[config.mk]
export PLATFORM = sky130hd
export DESIGN_NAME = stream_demux
export DESIGN_NICKNAME = d
export VERILOG_FILES = /design/src/rtl/stream_demux_pkg.sv /design/src/rtl/stream_demux_lane.sv /design/src/rtl/stream_demux.sv
export SDC_FILE = /design/constraint.sdc
export NUM_CORES = 1
export LEC_CHECK = 0
export ABC_AREA = 1
export CAP_MARGIN = 20
export CORE_AREA = 4 4 41 43
export DETAILED_ROUTE_END_ITERATION = 10
export DIE_AREA = 0 0 45 47
export GPL_TIMING_DRIVEN = 0
export PLACE_DENSITY = 0.4
export SYNTH_ARGS = -nofsm -noshare
export SYNTH_HDL_FRONTEND = slang
export SYNTH_SLANG_ARGS = --single-unit
[constraint.sdc]
create_clock -name CLK -period 1.1 [get_ports CLK]
set_input_delay 0.275 -clock CLK [delete_from_list [all_inputs] [get_ports CLK]]
set_output_delay 0.275 -clock CLK [all_outputs]
set_load 0.005 [all_outputs]
[src/rtl/stream_demux_pkg.sv]
// Shared types and helpers for the stream_demux block.
package stream_demux_pkg;

  typedef enum logic [1:0] {EMPTY, ONE, TWO} slot_state_t;

  // Select width: max(1, clog2(n)).
  function automatic int unsigned sel_width(input int unsigned n);
    return (n <= 2) ? 1 : $clog2(n);
  endfunction

endpackage

[src/rtl/stream_demux_lane.sv]
// One output lane of stream_demux: a one-entry buffer, or two entries
// (head + skid) when STREAM_DEMUX_SKID_EN is defined.
module stream_demux_lane
  import stream_demux_pkg::*;
#(
  parameter int unsigned WIDTH = 1
) (
  input  logic             clk,
  input  logic             rst,
  input  logic             push,
  input  logic [WIDTH-1:0] push_data,
  output logic             accept,
  output logic             out_valid,
  output logic [WIDTH-1:0] out_data,
  input  logic             out_ready
);

  slot_state_t      state_q, state_d;
  logic [WIDTH-1:0] head_q, head_d;
  logic             pop;
`ifdef STREAM_DEMUX_SKID_EN
  logic [WIDTH-1:0] skid_q, skid_d;
`endif

  // Lane accept rule seen by the top-level I_ready selection.
  always_comb begin
`ifdef STREAM_DEMUX_SKID_EN
    accept = (state_q != TWO);
`else
    accept = (state_q == EMPTY) || out_ready;
`endif
  end

  // Occupancy and data next-state from push/pop.
  always_comb begin
    state_d = state_q;
    head_d  = head_q;
`ifdef STREAM_DEMUX_SKID_EN
    skid_d  = skid_q;
`endif
    pop     = (state_q != EMPTY) && out_ready;
    case (state_q)
      EMPTY: begin
        if (push) begin
          head_d  = push_data;
          state_d = ONE;
        end
      end
      ONE: begin
        if (push && pop) begin
          head_d = push_data;
        end else if (push) begin
`ifdef STREAM_DEMUX_SKID_EN
          skid_d  = push_data;
          state_d = TWO;
`else
          head_d  = push_data;
`endif
        end else if (pop) begin
          state_d = EMPTY;
        end
      end
`ifdef STREAM_DEMUX_SKID_EN
      TWO: begin
        // Skid word moves to the head; a simultaneous push refills the skid.
        if (pop) begin
          head_d = skid_q;
          if (push) begin
            skid_d = push_data;
          end else begin
            state_d = ONE;
          end
        end
      end
`endif
      default: state_d = EMPTY;
    endcase
  end

  // Lane registers.
  always_ff @(posedge clk) begin
    if (rst) begin
      state_q <= EMPTY;
      head_q  <= '0;
`ifdef STREAM_DEMUX_SKID_EN
      skid_q  <= '0;
`endif
    end else begin
      state_q <= state_d;
      head_q  <= head_d;
`ifdef STREAM_DEMUX_SKID_EN
      skid_q  <= skid_d;
`endif
    end
  end

  // Head entry drives the lane output.
  always_comb begin
    out_valid = (state_q != EMPTY);
    out_data  = head_q;
  end

endmodule

[src/rtl/stream_demux.sv]
// Registered 1-to-N stream demultiplexer. Define STREAM_DEMUX_SKID_EN for
// two-entry lanes, which removes the combinational O_ready->I_ready path.
module stream_demux
  import stream_demux_pkg::*;
#(
  parameter  int unsigned N     = 2,
  parameter  int unsigned WIDTH = 1,
  localparam int unsigned SEL_W = sel_width(N)
) (
  input  logic             CLK,
  input  logic             RESET,
  input  logic [WIDTH-1:0] I_data,
  input  logic [SEL_W-1:0] I_sel,
  input  logic             I_valid,
  output logic             I_ready,
  output logic [WIDTH-1:0] O_data [N-1:0],
  output logic [N-1:0]     O_valid,
  input  logic [N-1:0]     O_ready,
  output logic             ERR
);

  logic [N-1:0] sel_hit;
  logic [N-1:0] lane_accept;
  logic [N-1:0] push;
  logic         in_range;
  logic         xfer;
  logic         err_q, err_d;

  // One-hot select decode; codes >= N hit no lane.
  always_comb begin
    sel_hit = '0;
    for (int unsigned k = 0; k < N; k++) begin
      sel_hit[k] = (I_sel == SEL_W'(k));
    end
    in_range = |sel_hit;
  end

  // Out-of-range words are always accepted (and dropped).
  always_comb begin
    I_ready = !RESET && (!in_range || |(sel_hit & lane_accept));
  end

  // Steer the accepted word and track out-of-range acceptance.
  always_comb begin
    xfer  = I_valid && I_ready;
    push  = xfer ? sel_hit : '0;
    err_d = err_q | (xfer && !in_range);
  end

  // Sticky error flag.
  always_ff @(posedge CLK) begin
    if (RESET) err_q <= 1'b0;
    else       err_q <= err_d;
  end

  assign ERR = err_q;

  for (genvar g = 0; g < N; g++) begin : g_lane
    stream_demux_lane #(.WIDTH(WIDTH)) u_lane (
      .clk       (CLK),
      .rst       (RESET),
      .push      (push[g]),
      .push_data (I_data),
      .accept    (lane_accept[g]),
      .out_valid (O_valid[g]),
      .out_data  (O_data[g]),
      .out_ready (O_ready[g])
    );
  end

endmodule

==> metrics.txt, run 1 <==
failing checks setup timing; total count of hold-check failures in the final report 0; H-tree depth reported by CTS 1; Syn Area/Cell roughly 6.6 um^2; clock input transition at the sequential cells of the worst setup and hold paths 0.04 ns; share of the yosys chip area belonging to registers 0.339; Placeable Area 0.00130 mm^2; port bufs 11; Place WS -0.789 ns; Achievable Freq 0.862 GHz; Clk Latency, worst-skew pair 0.23 ns; Die Footprint 0.00212 mm^2; Period Utilization, post-route 1.05; most used cell along the critical path sky130_fd_sc_hd__nor2_2; final worst-path setup slack -0.0605 ns; R2R setup slack 0 ns; number of top-level pins 13; number of antenna-violating nets in the routed design 0; clock tree from TritonCTS built; sum of routed wire segments on met1 232 um; Pwr per Cell Area about 980 mW/mm^2; final worst path period need ~1.2 ns; max-slew violation count 0; number of sinks handled by clock tree synthesis 4; average routed wire per standard cell ~7.8 um; Initial Util 0.182; top sig layer met3; via density per instance 3.70; number of global-route vias before repair roughly 250; via count 263; antenna violations before repair 0; most common library cell in the layout ignoring fill and taps sky130_fd_sc_hd__buf_4; Initial DRT Pass Iterations 1; final standard cell utilization of the core 0.334; result of the run finished with violations; cell breakdown of the critical path dlygate4sd2_1 -> inv_2 -> nand2_2 -> nor2_2 -> nor2_2 -> buf_2; final routed wirelength across all metal layers 557 um; post-route design area 434 um^2; data required time at the worst endpoint 0.82 ns; critical path class in2out; leak pwr 0.229 nW; maximum root-to-sink buffer count 2; count of placed standard cells in the final layout, fillers left out 71; commonest cells after routing, fill and taps aside 9 x sky130_fd_sc_hd__buf_4, 7 x sky130_fd_sc_hd__nor2_1, 5 x sky130_fd_sc_hd__buf_2; final setup vio count 2; FF+latch count, synth 4; pin count of the biggest net entering global routing 6; wire length of the first global-routing pass 917 um; DRC violation total after the first TritonRoute iteration 0; growth of design area from synthesis to finish 83.6%; area of the mapped netlist roughly 240 um^2; standard cell area after detailed placement roughly 370 um^2; max-cap check violation count 0; buffer cell driving the clock tree root sky130_fd_sc_hd__clkbuf_4; Min Hold Slack about 0.40 ns; count of synthesis-stage warnings from yosys 0; Max Clock Skew ~0.0016 ns; post-route DRC violation count 0; Die Ht about 47 um; std cell rows 13; peak supply drop 0.000350 V; Detailed Place HPWL about 450 um; count of different cell masters after synthesis 11; Final GP Congestion 0.606; met2 wirelength from detailed routing 294 um; number of buffers created by CTS 3; setup repair after global routing missed its margin true; critical path arrival a little under 0.9 ns; critical path's largest stage delay 0.24 ns; post-synthesis instance total 36; worst hold path type in2reg; crit start category input pin; Tot GR Track Use 0.0656; number of nets in the layout 65; synthesized net count between 40 and 50; share of cells above drive strength 1 0.589; kind of end point of the critical path output pin; Inst Count DP a little over 60; horizontal die dimension 45 um; slowest stage cell, crit path sky130_fd_sc_hd__dlygate4sd2_1; gr ovfl total 0; WL met3 approximately 30 um; Worst Path Max Fanout 2; count of antenna diodes in the layout 0
[metal layers]
layer  vias up  track usage
met5         -            0
met4         0       0.0877
met3         0       0.0230
met2         6       0.0989
met1       109       0.0615
li1        148            -
[per-stage QoR]
step,TNS [ns],total power [W]
global route,-0.250,0.000462
finish,-0.0748,0.000427
floorplan,0,0.000191
detailed placement,-2.24,0.000238
CTS,-0.0953,0.000442
global placement,-2.25,0.000238
[path summary, 6_finish.rpt]
path / startpoint / to / cells past startpoint
hold reg to reg: g_lane[1].u_lane.out_data / g_lane[1].u_lane.out_data / 2
setup reg to reg: g_lane[0].u_lane.state_q[0] / g_lane[0].u_lane.out_data / 9
hold / removal: RESET / g_lane[1].u_lane.state_q[0] / 2
setup / recovery: O_ready[0] / I_ready / 6
[where the power goes]
part | internal, W | leakage [nW] | switching, W | total, W
sequential | 0.000153 | 0.0344 | 0.00000371 | 0.000157
clock | 0.000122 | 0.0138 | 0.0000586 | 0.000181
combinational | 0.0000535 | 0.181 | 0.0000361 | 0.0000895
[cell families after synthesis]
kind of cell | share of synthesized area
compound gates | 0.0423
buf+inv | 0.254
simple gates | 0.349
flops | 0.339
other cells | 0.0159
[cell usage after synthesis]
master	instances	share of area
sky130_fd_sc_hd__dfxtp_1	4	0.34
sky130_fd_sc_hd__nand2_1	4	0.063
sky130_fd_sc_hd__nand4_1	3	0.079
sky130_fd_sc_hd__inv_1	4	0.063
sky130_fd_sc_hd__a21oi_1	2	0.042
sky130_fd_sc_hd__inv_2	2	0.032
sky130_fd_sc_hd__nand3_2	1	0.042
sky130_fd_sc_hd__conb_1	1	0.016
sky130_fd_sc_hd__nor2_1	9	0.14
sky130_fd_sc_hd__buf_4	5	0.16
sky130_fd_sc_hd__nand3_1	1	0.021
[worst max-delay path: cells and delay by family]
kind                   cells  cell delay (ns)
and+or+nand+nor            3             0.20
buffers and inverters      3             0.42
[flip-flops by register name, indices dropped and copies added (netlist names)]
register,cells
g_lane.u_lane.out_data,2
g_lane.u_lane.state_q,2
[layout make-up]
| type | count | area (um^2) |
|---|---|---|
| tap | 15 | 18.8 |
| buffer | 5 | 37.5 |
| fill | 167 | 867 |
| clock buffer | 3 | 22.5 |
| inverter | 6 | 22.5 |
| timing repair buffer | 17 | 136 |
| multi-input combinational | 21 | 111 |
| sequential | 4 | 85.1 |
[timing repair]
item | in CTS | in global routing
endpoints found under the setup margin | 8 | 2
buffers inserted | 6 | 0
pin swaps | 3 | 2
hold buffers | 0 | 0
gates resized for setup | 38 | 1
cloned | 0 | 0
Note: power is estimated with default switching activity, not from simulation.
==> run 2, diff against run 1 <==
--- a/config.mk
+++ b/config.mk
@@ -10,6 +10,7 @@
 export CORE_AREA = 4 4 41 43
 export DETAILED_ROUTE_END_ITERATION = 10
 export DIE_AREA = 0 0 45 47
+export GPL_ROUTABILITY_DRIVEN = 0
 export GPL_TIMING_DRIVEN = 0
 export PLACE_DENSITY = 0.4
 export SYNTH_ARGS = -nofsm -noshare
==> results of run 2 <==
No change in the layout: final DEF, timing and power equal those of run 1.
